### src/rtl/score_display_pkg.sv
// ============================================================================
// score_display_pkg : glyph constants, 4x9 digit font ROM, converter states
// Revision 1.0
// ============================================================================
`default_nettype none

package score_display_pkg;

    localparam int GLYPH_W = 4;
    localparam int GLYPH_H = 9;
    localparam int PITCH   = 5;

    typedef enum logic [1:0] {
        ST_IDLE  = 2'd0,
        ST_SHIFT = 2'd1,
        ST_DONE  = 2'd2
    } conv_state_e;

    function automatic int unsigned pow10(input int unsigned n);
        int unsigned r;
        r = 1;
        for (int unsigned i = 0; i < n; i++) begin
            r = r * 10;
        end
        return r;
    endfunction

    // Column mask, bit 0 = top row. Inner columns 1 and 2 are always identical.
    function automatic logic [GLYPH_H-1:0] glyph_col(input logic [3:0] digit,
                                                     input logic [1:0] col);
        logic [GLYPH_H-1:0] left;
        logic [GLYPH_H-1:0] inner;
        logic [GLYPH_H-1:0] right;
        left  = '0;
        inner = '0;
        right = '0;
        case (digit)
            4'd0: begin left = 9'h1FF; inner = 9'h101; right = 9'h1FF; end
            4'd1: begin left = 9'h000; inner = 9'h000; right = 9'h1FF; end
            4'd2: begin left = 9'h1F1; inner = 9'h111; right = 9'h11F; end
            4'd3: begin left = 9'h111; inner = 9'h111; right = 9'h1FF; end
            4'd4: begin left = 9'h01F; inner = 9'h010; right = 9'h1FF; end
            4'd5: begin left = 9'h11F; inner = 9'h111; right = 9'h1F1; end
            4'd6: begin left = 9'h1FF; inner = 9'h111; right = 9'h1F1; end
            4'd7: begin left = 9'h001; inner = 9'h001; right = 9'h1FF; end
            4'd8: begin left = 9'h1FF; inner = 9'h111; right = 9'h1FF; end
            4'd9: begin left = 9'h11F; inner = 9'h111; right = 9'h1FF; end
            default: begin left = '0; inner = '0; right = '0; end
        endcase
        case (col)
            2'd0:    return left;
            2'd3:    return right;
            default: return inner;
        endcase
    endfunction

endpackage

`default_nettype wire

### src/rtl/score_display_bin2bcd_seq.sv
// ============================================================================
// bin2bcd_seq : sequential double-dabble binary to BCD with saturation
// Revision 1.0
// ============================================================================
`default_nettype none

module bin2bcd_seq
    import score_display_pkg::*;
#(
    parameter int VALUE_W = 7,
    parameter int DIGITS  = 2
) (
    input  logic                clk,
    input  logic                reset,
    input  logic                load_i,
    input  logic [VALUE_W-1:0]  value_i,
    output logic                busy_o,
    output logic                commit_o,
    output logic [4*DIGITS-1:0] bcd_o,
    output logic                overflow_o
);

    // Working register wide enough for the full input range, so the shift
    // never loses carries even when the result saturates.
    localparam int          CONV_N  = ((VALUE_W + 2) / 3 > DIGITS) ? (VALUE_W + 2) / 3 : DIGITS;
    localparam int          CONV_W  = 4 * CONV_N;
    localparam int          CNT_W   = (VALUE_W > 1) ? $clog2(VALUE_W) : 1;
    localparam logic [31:0] MAX_VAL = 32'(pow10(DIGITS) - 1);

    conv_state_e        state_q, state_d;
    logic [VALUE_W-1:0] bin_q, bin_d;
    logic [CONV_W-1:0]  bcd_q, bcd_d;
    logic [CONV_W-1:0]  bcd_adj;
    logic [CONV_W-1:0]  bcd_shift;
    logic [CNT_W-1:0]   cnt_q, cnt_d;
    logic               ovf_q, ovf_d;
    logic               last_shift;

    always_ff @(posedge clk or negedge reset) begin
        if (!reset) begin
            state_q <= ST_IDLE;
            bin_q   <= '0;
            bcd_q   <= '0;
            cnt_q   <= '0;
            ovf_q   <= 1'b0;
        end else begin
            state_q <= state_d;
            bin_q   <= bin_d;
            bcd_q   <= bcd_d;
            cnt_q   <= cnt_d;
            ovf_q   <= ovf_d;
        end
    end

    always_comb begin
        bcd_adj = bcd_q;
        for (int i = 0; i < CONV_N; i++) begin
            if (bcd_q[4*i +: 4] >= 4'd5) begin
                bcd_adj[4*i +: 4] = bcd_q[4*i +: 4] + 4'd3;
            end
        end
        bcd_shift = {bcd_adj[CONV_W-2:0], bin_q[VALUE_W-1]};
    end

    assign last_shift = (state_q == ST_SHIFT) && (cnt_q == CNT_W'(VALUE_W - 1));

    always_comb begin
        state_d = state_q;
        bin_d   = bin_q;
        bcd_d   = bcd_q;
        cnt_d   = cnt_q;
        ovf_d   = ovf_q;
        case (state_q)
            ST_IDLE: begin
                if (load_i) begin
                    bin_d   = value_i;
                    bcd_d   = '0;
                    cnt_d   = '0;
                    ovf_d   = 32'(value_i) > MAX_VAL;
                    state_d = ST_SHIFT;
                end
            end
            ST_SHIFT: begin
                bin_d = {bin_q[VALUE_W-2:0], 1'b0};
                bcd_d = bcd_shift;
                cnt_d = cnt_q + 1'b1;
                if (last_shift) begin
                    state_d = ST_DONE;
                end
            end
            ST_DONE:  state_d = ST_IDLE;
            default:  state_d = ST_IDLE;
        endcase
    end

    // The result is presented on the final shift so the owner can latch it on
    // the same edge that drops busy; DONE is the one-cycle dead time after.
    assign busy_o     = (state_q == ST_SHIFT);
    assign commit_o   = last_shift;
    assign bcd_o      = ovf_q ? {DIGITS{4'h9}} : bcd_shift[4*DIGITS-1:0];
    assign overflow_o = ovf_q;

endmodule

`default_nettype wire

### src/rtl/score_display.sv
// ============================================================================
// score_display : N-digit scaled bitmap score renderer with 2-cycle pixel poll
// Optional LEADING_ZERO_BLANK_EN blanks leading zeros. Revision 1.0
// ============================================================================
`default_nettype none

module score_display
    import score_display_pkg::*;
#(
    parameter int DIGITS  = 2,
    parameter int VALUE_W = 7,
    parameter int X_W     = 10,
    parameter int Y_W     = 9,
    parameter int GLYPH_W = score_display_pkg::GLYPH_W,
    parameter int GLYPH_H = score_display_pkg::GLYPH_H,
    parameter int PITCH   = score_display_pkg::PITCH
) (
    input  logic               clk,
    input  logic               reset,
    input  logic               Load,
    input  logic [VALUE_W-1:0] Value,
    output logic               Busy,
    output logic               Overflow,
    input  logic [X_W-1:0]     ObjectX,
    input  logic [Y_W-1:0]     ObjectY,
    input  logic [1:0]         ObjectScale,
    input  logic [X_W-1:0]     PollX,
    input  logic [Y_W-1:0]     PollY,
    output logic               Hit
);

    localparam int DSEL_W = $clog2(DIGITS + 1);
    localparam int COL_W  = $clog2(GLYPH_W);
    localparam int ROW_W  = $clog2(GLYPH_H);

    logic                  conv_commit;
    logic [4*DIGITS-1:0]   conv_bcd;
    logic                  conv_ovf;

    logic [DIGITS-1:0][3:0] digits_q, digits_d;
    logic                   ovf_q, ovf_d;
    logic [DIGITS-1:0]      blank;

    logic [X_W:0]           dx_full;
    logic [Y_W:0]           dy_full;
    logic [X_W-1:0]         dx;
    logic [Y_W-1:0]         dy;
    logic [DSEL_W-1:0]      dsel;
    logic [X_W-1:0]         dsel_off;
    logic [X_W-1:0]         col_full;

    logic                   s1_ok_q, s1_ok_d;
    logic [DSEL_W-1:0]      s1_dig_q, s1_dig_d;
    logic [COL_W-1:0]       s1_col_q, s1_col_d;
    logic [ROW_W-1:0]       s1_row_q, s1_row_d;

    logic [3:0]             sel_digit;
    logic                   sel_blank;
    logic [score_display_pkg::GLYPH_H-1:0] glyph_bits;
    logic                   hit_q, hit_d;

    bin2bcd_seq #(
        .VALUE_W (VALUE_W),
        .DIGITS  (DIGITS)
    ) u_bin2bcd (
        .clk        (clk),
        .reset      (reset),
        .load_i     (Load),
        .value_i    (Value),
        .busy_o     (Busy),
        .commit_o   (conv_commit),
        .bcd_o      (conv_bcd),
        .overflow_o (conv_ovf)
    );

    // Display position 0 is the leftmost (most significant) digit.
    always_comb begin
        digits_d = digits_q;
        ovf_d    = ovf_q;
        if (conv_commit) begin
            for (int p = 0; p < DIGITS; p++) begin
                digits_d[p] = conv_bcd[4*(DIGITS-1-p) +: 4];
            end
            ovf_d = conv_ovf;
        end
    end

`ifdef LEADING_ZERO_BLANK_EN
    logic lead;
    always_comb begin
        blank = '0;
        lead  = 1'b1;
        for (int p = 0; p < DIGITS - 1; p++) begin
            lead     = lead && (digits_q[p] == 4'd0);
            blank[p] = lead;
        end
    end
`else
    assign blank = '0;
`endif

    assign dx_full = {1'b0, PollX} - {1'b0, ObjectX};
    assign dy_full = {1'b0, PollY} - {1'b0, ObjectY};
    assign dx      = dx_full[X_W-1:0] >> ObjectScale;
    assign dy      = dy_full[Y_W-1:0] >> ObjectScale;

    // Highest digit whose origin lies at or left of dx; one comparator per digit.
    always_comb begin
        dsel     = '0;
        dsel_off = '0;
        for (int d = 1; d <= DIGITS; d++) begin
            if (dx >= X_W'(d * PITCH)) begin
                dsel     = DSEL_W'(d);
                dsel_off = X_W'(d * PITCH);
            end
        end
        col_full = dx - dsel_off;
    end

    always_comb begin
        s1_ok_d  = !dx_full[X_W] && !dy_full[Y_W]
                   && (dy < Y_W'(GLYPH_H))
                   && (dsel < DSEL_W'(DIGITS))
                   && (col_full < X_W'(GLYPH_W));
        s1_dig_d = dsel;
        s1_col_d = col_full[COL_W-1:0];
        s1_row_d = dy[ROW_W-1:0];
    end

    always_comb begin
        sel_digit = '0;
        sel_blank = 1'b0;
        for (int p = 0; p < DIGITS; p++) begin
            if (s1_dig_q == DSEL_W'(p)) begin
                sel_digit = digits_q[p];
                sel_blank = blank[p];
            end
        end
        glyph_bits = glyph_col(sel_digit, s1_col_q);
        hit_d      = s1_ok_q && !sel_blank && glyph_bits[s1_row_q];
    end

    always_ff @(posedge clk or negedge reset) begin
        if (!reset) begin
            digits_q <= '0;
            ovf_q    <= 1'b0;
            s1_ok_q  <= 1'b0;
            s1_dig_q <= '0;
            s1_col_q <= '0;
            s1_row_q <= '0;
            hit_q    <= 1'b0;
        end else begin
            digits_q <= digits_d;
            ovf_q    <= ovf_d;
            s1_ok_q  <= s1_ok_d;
            s1_dig_q <= s1_dig_d;
            s1_col_q <= s1_col_d;
            s1_row_q <= s1_row_d;
            hit_q    <= hit_d;
        end
    end

    assign Overflow = ovf_q;
    assign Hit      = hit_q;

endmodule

`default_nettype wire

### config.mk
export PLATFORM = sky130hd
export DESIGN_NAME = score_display
export DESIGN_NICKNAME = d
export VERILOG_FILES = /design/src/rtl/score_display_pkg.sv /design/src/rtl/score_display_bin2bcd_seq.sv /design/src/rtl/score_display.sv
export SDC_FILE = /design/constraint.sdc
export NUM_CORES = 1
export LEC_CHECK = 0
export BUFFER_PORTS_ARGS = -buffer_cell sky130_fd_sc_hd__buf_4
export CAP_MARGIN = 0
export CORE_ASPECT_RATIO = 1.4
export CORE_MARGIN = 8
export CORE_UTILIZATION = 55
export DETAILED_ROUTE_END_ITERATION = 6
export GPL_ROUTABILITY_DRIVEN = 0
export HOLD_SLACK_MARGIN = 0.08
export PLACE_DENSITY = 0.77
export SETUP_SLACK_MARGIN = 0.4
export SLEW_MARGIN = 20
export SYNTH_ARGS = -nofsm -noshare
export SYNTH_HDL_FRONTEND = slang
export SYNTH_SLANG_ARGS = --single-unit
### constraint.sdc
create_clock -name clk -period 4.8 [get_ports clk]
set_input_delay 0.72 -clock clk [delete_from_list [all_inputs] [get_ports clk]]
set_output_delay 0.72 -clock clk [all_outputs]
set_load 0.02 [all_outputs]
==> results of run 1 <==
[through the flow]
| stage | utilization (%) | instance area, um^2 | hold slack [ps] | instances | power [mW] |
|---|---|---|---|---|---|
| floorplan | - | 3600 | 424 | 401 | 1.13 |
| global placement | 62.0 | 4020 | 464 | 519 | 1.30 |
| detailed placement | 62.0 | 4020 | 470 | 519 | 1.34 |
| CTS | 63.9 | 4140 | 391 | 527 | 1.64 |
| global route | 63.9 | 4140 | 417 | 527 | 1.76 |
| finish | 63.9 | 4140 | 382 | 527 | 1.63 |
[sequential cells by signal (all words and copies together) (netlist names)]
signal and flops:
s1_dig_q 2, Hit 1, u_bin2bcd.overflow_o 1, digits_q 8, u_bin2bcd.state_q 2, u_bin2bcd.bin_q 7
u_bin2bcd.bcd_q 8, u_bin2bcd.cnt_q 3, s1_col_q 2, s1_row_q 4, s1_ok_q 1, Overflow 1
[worst max-delay path: cells and delay by family]
family	cells	cell delay, ps
AO/OA/AOI/OAI	4	790
XOR/XNOR	1	120
adder cells (fa/ha/maj)	4	990
buffers and inverters	3	240
multiplexers	1	480
AND/OR/NAND/NOR	6	990
[cell usage in the layout, fill, tap and decap left out, types with 3 or more instances in the layout]
cell	Yosys	layout
nor3_1	8	8
nand2_1	26	26
o21a_1	5	5
a22oi_1	3	3
o21ai_0	30	30
xnor2_1	9	9
a21oi_1	20	20
a21o_1	3	3
ha_1	36	36
nor2_1	26	26
o211ai_1	7	7
clkbuf_8	4	7
or2_1	4	4
mux2i_1	18	18
o22ai_1	4	4
inv_1	43	43
nand3_1	7	7
mux4_2	3	3
a211oi_1	4	4
a22o_1	10	10
xor2_1	3	3
dfrtp_1	40	40
nand2b_1	8	8
nor2b_1	12	12
buf_4	0	53
nor3b_1	4	4
[power breakdown]
| group | switching [mW] | internal, mW | total [mW] |
|---|---|---|---|
| Combinational | 0.418 | 0.354 | 0.772 |
| Clock | 0.114 | 0.183 | 0.297 |
| Sequential | 0.103 | 0.460 | 0.563 |
| Total | 0.635 | 0.997 | 1.63 |
[how the worst min path moves through the flow]
stage,start,slack (ps),cells past startpoint,to
after floorplan,reset,420,0,Hit
after CTS,reset,390,1,u_bin2bcd.bcd_q[7]
after detailed placement,Overflow,470,2,Overflow
after global routing,reset,420,1,u_bin2bcd.bcd_q[7]
final,reset,380,1,u_bin2bcd.bin_q[0]
after global placement,u_bin2bcd.bin_q[3],460,2,u_bin2bcd.bin_q[3]
[cells by family after synthesis]
kind of cell               share of synthesized area (%)
AOI/OAI and AO/OA                                   23.7
xor gates and xnor gates                            2.92
adders and majority gates                           13.6
buffers and inverters                               6.74
DFF                                                 27.8
muxes                                               8.23
and+or+nand+nor                                     17.0
[layer usage]
layer	part of all wire, %	global-route usage [%]	wire length [um]
met1	42	17.4	3130
met2	53	30.3	4010
met3	2.4	2.43	177
met4	2.7	7.88	205
met5	0	0	0
[area by class of cell]
| type | instances | area share (%) |
|---|---|---|
| inverters | 45 | 4.08 |
| multi-input cells | 307 | 56.9 |
| flip-flops and latches | 40 | 24.2 |
| clock buffers | 7 | 2.32 |
| repair buffers | 53 | 9.60 |
| well taps | 74 | 2.23 |
| clock inverters | 1 | 0.725 |
==> run summary, run 1 <==
Static Leak -> 1.98 nW
Worst path slowest cell -> mux4_2
Synth Warn # -> 0
Setup crit end -> s1_ok_q
Die W -> 84.4 um
syn_area_per_cell -> 8.98 um^2
Post-CTS Setup Repair Bufs -> 0
Hold Path Class -> primary input to async pin
Final Slew Violations -> 0
Syn Nets -> 489
final setup margin -> 683 ps
vias post-DR -> 3116
Worst setup SP type -> primary input
Fmax -> 243 MHz
Post-Synthesis Cells -> 401
Reg area -> 1000 um^2
Die ar. -> 9430 um^2
CP Launch Point -> ObjectX[0]
top post-synthesis cells by area -> dfrtp_1 28%, ha_1 13%, mux2i_1 5.0%
clock tree buffer depth -> 2
RSZ-0062 raised after global routing -> no
relative slew slack -> 54.2%
reg2reg setup slack -> 2430 ps
All-Layer GR Usage -> 16.3%
# IOs -> 53
Critical Path AT -> 4330 ps
Die Ht -> 112 um
sum of negative setup slack -> 0 ps
async set-reset flop share out of synthesis -> 100%
crit path max fanout -> 5
flops & latches, synth -> 40
number of synthesized flops with an enable pin -> 0
sequential share of the synthesized area -> 27.8%
Diodes inserted -> 0
Post-synth top cells -> 43 x inv_1, 40 x dfrtp_1, 36 x ha_1
Total Routed Length -> 7520 um
status -> finished, final reports clean
Reg2Reg Depth -> 10
Critical Path Sink Type -> flip-flop
crit path cell chain -> buf_4, ha_1, fa_1, nor2b_1, o2111ai_1, nand3b_1, xnor2_1, mux4_2, and3_4, o21ai_2, nor2_1, ha_1, inv_1, ha_1, inv_1, and3_2, a2111oi_4, nand4b_1, a211oi_2
clock root cell -> clkbuf_8
crit-path max cell delay -> 480 ps
num rows -> 35
area of the core -> 6480 um^2
PwrDens -> 394 nW/um^2
max-cap viol count -> 0
largest net degree at the start of global routing -> 41
IO buf count -> 52
reg2reg end -> Hit
CTS tree -> yes
# clock sinks -> 40
via density per instance -> 5.91
First-pass DRT Iterations -> 4
Final Net Count -> 540
VDD IR max -> 0.177 mV
CTS Hold Bufs -> 0
# setup viols final -> 0
DP Worst Slack -> 413 ps
FF-to-FF Start -> s1_dig_q[0]
layout cells sized above 1 -> 19.2%
Post-DRT Antenna Nets -> 0
synthesized area -> 3600 um^2
Num CTS Buffers -> 5
fillcell total -> 580
CP Data Required Time -> 5010 ps
Avg WL per Cell -> 14.3 um
clk_skew -> 10.5 ps
top-area cell type share of the netlist area -> 27.8%
ys flop type -> dfrtp_1
Initial Utilization -> 55.6%
vias in the first global route -> 3095
Slew @ Worst Pin -> 679 ps
total gr overflow -> 0
Initial DRC Count -> 122
top-count cell post-synth -> inv_1
# H-tree levels -> 2
dpl hpwl -> 6030 um
final hold viol count -> 0
Final Cycle Share -> 85.8%
Residual DRC -> 0
Yosys top cell by area -> dfrtp_1
Area Overhead vs Synth -> 15.1%
wire length of the first global-routing pass -> 13000 um
multi-input logic area -> 2360 um^2
Clk Latency, worst-skew pair -> 300 ps
antenna violations before repair -> 0
Crit path top cell by count -> ha_1
Unique masters post-synth -> 71
clock slew at reported path FFs -> 80 ps
clock period minus worst slack -> 4120 ps
post-CTS sizing -> 0
CP Class -> primary input to flip-flop
No activity file was read; power rests on OpenSTA's default activity.
==> inputs of run 2 (changes only) <==
--- a/config.mk
+++ b/config.mk
@@ -14,6 +14,7 @@
 export GPL_ROUTABILITY_DRIVEN = 0
 export HOLD_SLACK_MARGIN = 0.08
 export PLACE_DENSITY = 0.77
+export REMOVE_ABC_BUFFERS = 1
 export SETUP_SLACK_MARGIN = 0.4
 export SLEW_MARGIN = 20
 export SYNTH_ARGS = -nofsm -noshare
==> run summary, run 2 (synthesis gave the netlist of run 1 again) <==
P_sw -> 0.626 mW (-1.3%)
CP Class -> primary input to flip-flop
Post-CTS Setup Repair Bufs -> 0 (unchanged)
Final Cycle Share -> 84.5% (-1.2 points)
CP Data Required Time -> 5010 ps (about the same)
Critical Path Sink Type -> flip-flop
Diodes inserted -> 0 (unchanged)
Worst path slowest cell -> mux4_2
sum of negative setup slack -> 0 ps (unchanged)
Hold Path Class -> primary input to async pin
combinational power share -> 50.2% (+2.9 points)
clock period minus worst slack -> 4060 ps (-59.3 ps)
clock share of power -> 13.3% (-4.9 points)
# H-tree levels -> 2 (unchanged)
FF-to-FF Start -> s1_dig_q[0]
Seq pwr share -> 36.5% (+2.0 points)
Num CTS Buffers -> 5 (unchanged)
Residual DRC -> 0 (unchanged)
fillcell total -> 561 (-3.3%)
RSZ-0062 raised after global routing -> no
# clock sinks -> 40 (unchanged)
Critical Path AT -> 4270 ps (-60 ps)
VDD IR max -> 0.179 mV (+0.93%)
Final Net Count -> 540 (unchanged)
crit path max fanout -> 5 (unchanged)
area of the core -> 6480 um^2 (unchanged)
commonest non-fill, non-tap cell in the layout -> buf_4
final hold viol count -> 0 (unchanged)
Die ar. -> 9430 um^2 (unchanged)
Avg WL per Cell -> 14.0 um (-1.6%)
crit path cell chain -> buf_4, ha_1, fa_1, nor2b_1, o2111ai_1, nand3b_1, xnor2_1, mux4_2, and3_4, o21ai_2, nor2_1, ha_1, inv_1, ha_1, inv_1, and3_2, a2111oi_4, nand4b_1, a211oi_2
total gr overflow -> 0 (unchanged)
Static Leak -> 1.96 nW (-1.2%)
Slew @ Worst Pin -> 736 ps (+56.9 ps)
reg2reg setup slack -> 2380 ps (-50 ps)
P_int -> 0.914 mW (-8.3%)
Fmax -> 246 MHz (+1.5%)
Initial DRC Count -> 107 (-12%)
max-cap viol count -> 0 (unchanged)
cell family with most CP delay -> adder cells
Die W -> 84.4 um (unchanged)
status -> finished, final reports clean
reg2reg end -> Hit
relative slew slack -> 50.3% (-3.8 points)
num rows -> 35 (unchanged)
Die Ht -> 112 um (unchanged)
Buf/Inv on CP -> 3 (unchanged)
vias in the first global route -> 3084 (-0.36%)
PwrDens -> 376 nW/um^2 (-4.5%)
clock slew at reported path FFs -> 70 ps (about the same)
Worst setup SP type -> primary input
vias post-DR -> 3070 (-1.5%)
Layout Utilization -> 63.2% (-0.75 points)
sw frac -> 40.7% (+1.8 points)
dpl hpwl -> 6020 um (-0.13%)
All-Layer GR Usage -> 16.0% (-0.37 points)
clock tree buffer depth -> 2 (unchanged)
CTS tree -> yes
wire length of the first global-routing pass -> 12800 um (-1.9%)
IO buf count -> 52 (unchanged)
largest net degree at the start of global routing -> 41 (unchanged)
Initial Utilization -> 55.6% (unchanged)
clock root cell -> clkbuf_8
First-pass DRT Iterations -> 4 (unchanged)
post-CTS sizing -> 0 (unchanged)
Area Overhead vs Synth -> 13.7%
Reg2Reg Depth -> 10 (unchanged)
Post-DRT Antenna Nets -> 0 (unchanged)
clk_skew -> 7.04 ps (-3.44 ps)
Regs by FF count -> digits_q (8), u_bin2bcd.bcd_q (8), u_bin2bcd.bin_q (7)
multi-input logic area -> 2360 um^2 (unchanged)
CTS Hold Bufs -> 0 (unchanged)
crit-path max cell delay -> 480 ps (about the same)
Final Slew Violations -> 0 (unchanged)
Total Routed Length -> 7380 um (-1.8%)
layout cells sized above 1 -> 18.8% (-0.40 points)
Reg area -> 1000 um^2 (unchanged)
# IOs -> 53 (unchanged)
commonest non-fill, non-tap cells in the layout -> 53 x buf_4, 43 x inv_1, 40 x dfrtp_1
# setup viols final -> 0 (unchanged)
Crit path top cell by count -> ha_1
Clk Latency, worst-skew pair -> 290 ps (about the same)
antenna violations before repair -> 0 (unchanged)
via density per instance -> 5.84 (-1.3%)
## run 2: changes by cell type in the layout (fill, tap and decap cells not counted), sizes merged
cell,delta
bufinv,-1
clkbuf,-1
clkinv,+1
## run 2: cell type report
cell class	count	share of cell area, %
multi-input cells	307	57.6
flip-flops and latches	40	24.4
repair buffers	53	9.72
inverters	45	4.12
well taps	74	2.26
clock buffers	6	1.77
clock inverters	1	0.122
## run 2: power by group through the flow
stage	Combinational [mW]	Sequential, mW	Clock, mW
after floorplan	0.575	0.542	0
after global placement	0.744	0.561	0
after detailed placement	0.774	0.567	0
after CTS	0.779	0.561	0.211
after global routing	0.874	0.580	0.220
final	0.774	0.562	0.205
## run 2: worst max-delay path by stage
stage / slack [ps] / from / to / cells past startpoint
6_report: 740 / ObjectX[0] / s1_ok_q / 19
4_1_cts: 730 / ObjectX[0] / s1_ok_q / 19
5_1_grt: 470 / ObjectX[0] / s1_ok_q / 19
3_3_place_gp: 560 / ObjectX[0] / s1_ok_q / 19
3_5_place_dp: 430 / ObjectX[0] / s1_ok_q / 19
2_1_floorplan: 800 / ObjectX[4] / s1_ok_q / 17
## run 2: routing by layer
metal / vias to the layer above / part of all wire, % / global-route usage, %
met4: 0 / 1.6 / 6.56
met3: 9 / 2.5 / 2.73
li1: 1561 / - / -
met2: 48 / 54 / 31.0
met1: 1452 / 41 / 16.1
met5: - / 0 / 0
## run 2: through the flow
| step | hold WS [ps] | power, mW | area [um^2] | setup WS, ps | cells |
|---|---|---|---|---|---|
| 3_3_place_gp | 464 | 1.30 | 4020 | 559 | 519 |
| 2_1_floorplan | 424 | 1.12 | 3530 | 798 | 392 |
| 6_report | 381 | 1.54 | 4100 | 742 | 526 |
| 4_1_cts | 394 | 1.55 | 4100 | 730 | 526 |
| 3_5_place_dp | 468 | 1.34 | 4020 | 434 | 519 |
| 5_1_grt | 422 | 1.67 | 4100 | 472 | 526 |
==> inputs of run 3 (changes only) <==
--- a/config.mk
+++ b/config.mk
@@ -9,11 +9,11 @@
 export CAP_MARGIN = 0
 export CORE_ASPECT_RATIO = 1.4
 export CORE_MARGIN = 8
-export CORE_UTILIZATION = 55
+export CORE_UTILIZATION = 53
 export DETAILED_ROUTE_END_ITERATION = 6
 export GPL_ROUTABILITY_DRIVEN = 0
 export HOLD_SLACK_MARGIN = 0.08
-export PLACE_DENSITY = 0.77
+export PLACE_DENSITY = 0.78
 export REMOVE_ABC_BUFFERS = 1
 export SETUP_SLACK_MARGIN = 0.4
 export SLEW_MARGIN = 20
==> constraint.sdc (replaced) <==
create_clock -name clk -period 3.3 [get_ports clk]
set_input_delay 0.495 -clock clk [delete_from_list [all_inputs] [get_ports clk]]
set_output_delay 0.495 -clock clk [all_outputs]
set_load 0.02 [all_outputs]
==> run summary, run 3 (synthesis gave the netlist of run 1 again) <==
Num CTS Buffers -> 5 (unchanged)
# setup viols final -> 1 (+1)
Diodes inserted -> 0 (unchanged)
CP Data Required Time -> 3510 ps (-1500 ps)
met2 GRT Util -> 34.5% (+3.5 points)
P_sw -> 0.990 mW (+58%)
Final Cycle Share -> 107%
max-cap viol count -> 0 (unchanged)
Critical Path AT -> 3740 ps (-530 ps)
CTS Hold Bufs -> 0 (unchanged)
Initial DRC Count -> 96 (-10%)
status -> finished, violations left
wire length of the first global-routing pass -> 14300 um (+12%)
dpl hpwl -> 6300 um (+4.6%)
GR peak layer -> met2
Worst setup SP type -> primary input
met1 usage -> 17.7% (+1.6 points)
final hold viol count -> 0 (unchanged)
Slew @ Worst Pin -> 680 ps (-55.0 ps)
Static Leak -> 2.23 nW (+14%)
# IOs -> 53 (unchanged)
layout cells sized above 1 -> 32.3% (+14 points)
fillcell total -> 483 (-14%)
relative slew slack -> 54.1% (+3.7 points)
num rows -> 35 (unchanged)
Area Overhead vs Synth -> 30.8%
vias post-DR -> 3294 (+7.3%)
commonest non-fill, non-tap cell in the layout -> buf_4
met3 usage -> 2.45% (-0.28 points)
P_int -> 1.58 mW (+73%)
Residual DRC -> 0 (unchanged)
failing checks -> negative setup slack
via density per instance -> 5.79 (-0.81%)
clock share of power -> 16.8% (+3.5 points)
Hold Path Class -> primary input to async pin
Clk Latency, worst-skew pair -> 290 ps (about the same)
crit path max fanout -> 3 (-2)
Critical Path Sink Type -> flip-flop
IO buf count -> 52 (unchanged)
CTS tree -> yes
Die W -> 85.7 um (+1.5%)
Initial Utilization -> 54.8% (-0.74 points)
Total Routed Length -> 8690 um (+18%)
Finished Layout Cells -> 569 (+8.2%)
placed cell count -> 547 (+5.4%)
Seq pwr share -> 32.0% (-4.5 points)
commonest non-fill, non-tap cells in the layout -> 91 x buf_4, 40 x dfrtp_1, 39 x inv_1
clk_skew -> 7.18 ps (+0.139 ps)
largest net degree at the start of global routing -> 41 (unchanged)
vias in the first global route -> 3390 (+9.9%)
antenna violations before repair -> 0 (unchanged)
reg2reg end -> Hit
Fmax -> 283 MHz
RSZ-0062 raised after global routing -> yes
sum of negative setup slack -> -233 ps (-233 ps)
clock root cell -> clkbuf_8
FF-to-FF Start -> s1_dig_q[0]
# clock sinks -> 40 (unchanged)
clock period minus worst slack -> 3530 ps
Regs by FF count -> digits_q (8), u_bin2bcd.bcd_q (8), u_bin2bcd.bin_q (7)
area of the core -> 6570 um^2 (+1.4%)
Avg WL per Cell -> 15.3 um (+8.8%)
Die Ht -> 114 um (+1.6%)
clock tree buffer depth -> 2 (unchanged)
First-pass DRT Iterations -> 4 (unchanged)
Final Net Count -> 582 (+7.8%)
Post-DRT Antenna Nets -> 0 (unchanged)
VDD IR max -> 0.323 mV (+81%)
combinational power share -> 51.2% (+1.0 points)
clock slew at reported path FFs -> 80 ps (about the same)
PwrDens -> 545 nW/um^2 (+45%)
All-Layer GR Usage -> 17.5% (+1.6 points)
Final Slew Violations -> 0 (unchanged)
total gr overflow -> 0 (unchanged)
CP Class -> primary input to flip-flop
# H-tree levels -> 2 (unchanged)
final setup margin -> -233 ps (-975 ps)
Reg2Reg Depth -> 10 (unchanged)
Die ar. -> 9730 um^2 (+3.1%)
reg2reg setup slack -> 940 ps (-1440 ps)
sw frac -> 38.5% (-2.1 points)
==> run 3: timing repair <==
item,in CTS,in global routing
gates cloned,0,0
setup buffers,10,4
resized for setup,27,22
pin swaps,16,9
setup endpoints to repair,2,2
==> run 3: layout make-up <==
class                      instances  area (um^2)  area share, %
tap                               74         92.6           1.97
clock inverter                     1         30.0          0.637
inverter                          45          174           3.69
clock buffer                       7         96.3           2.05
sequential                        40         1000           21.2
multi-input combinational        307         2590           55.0
timing repair buffer              95          728           15.5
==> run 3: how the worst max path moves through the flow <==
stage	from	endpoint	slack [ps]	cells after the start
finish	ObjectX[2]	s1_ok_q	-230	18
global route	ObjectX[2]	s1_ok_q	-290	18
CTS	ObjectX[0]	s1_ok_q	-120	17
detailed placement	ObjectX[0]	s1_ok_q	-690	19
global placement	ObjectX[0]	s1_ok_q	-590	19
floorplan	ObjectX[4]	s1_ok_q	-480	17
==> run 3: power groups by stage <==
stage	clock network, mW	registers (mW)	logic (mW)
after floorplan	0	0.789	0.836
after global placement	0	0.816	1.14
after detailed placement	0	0.826	1.18
after CTS	0.434	0.818	1.26
after global routing	0.460	0.846	1.47
final	0.431	0.822	1.31
==> run 3: through the flow <==
step                      hold slack [ps]  total power, mW  setup WS, ps  area (um^2)  util (%)
after floorplan                       199             1.63          -477         3530         -
after global placement                460             1.95          -586         4230      64.4
after detailed placement              474             2.01          -695         4230      64.4
after CTS                             177             2.51          -123         4550      69.2
after global routing                  184             2.77          -286         4710      71.7
final                                 163             2.57          -233         4710      71.7
==> run 3: layer usage <==
layer	up-vias	wire (um)
met2	55	4950
met4	0	144
met1	1583	3370
li1	1643	-
met5	-	0
met3	13	218
==> run 3: critical path, stage by stage <==
cell and delay, ps:
buf_4 80, inv_1 50, ha_4 280, nor2_4 40
a211oi_2 260, o41a_1 280, mux2i_1 320, o211ai_1 160
a211oi_2 360, o21ai_4 120, buf_6 150, or2_4 240
ha_4 290, buf_6 100, nor2b_4 130, o21ai_2 50
o31a_2 110, a211oi_2 210
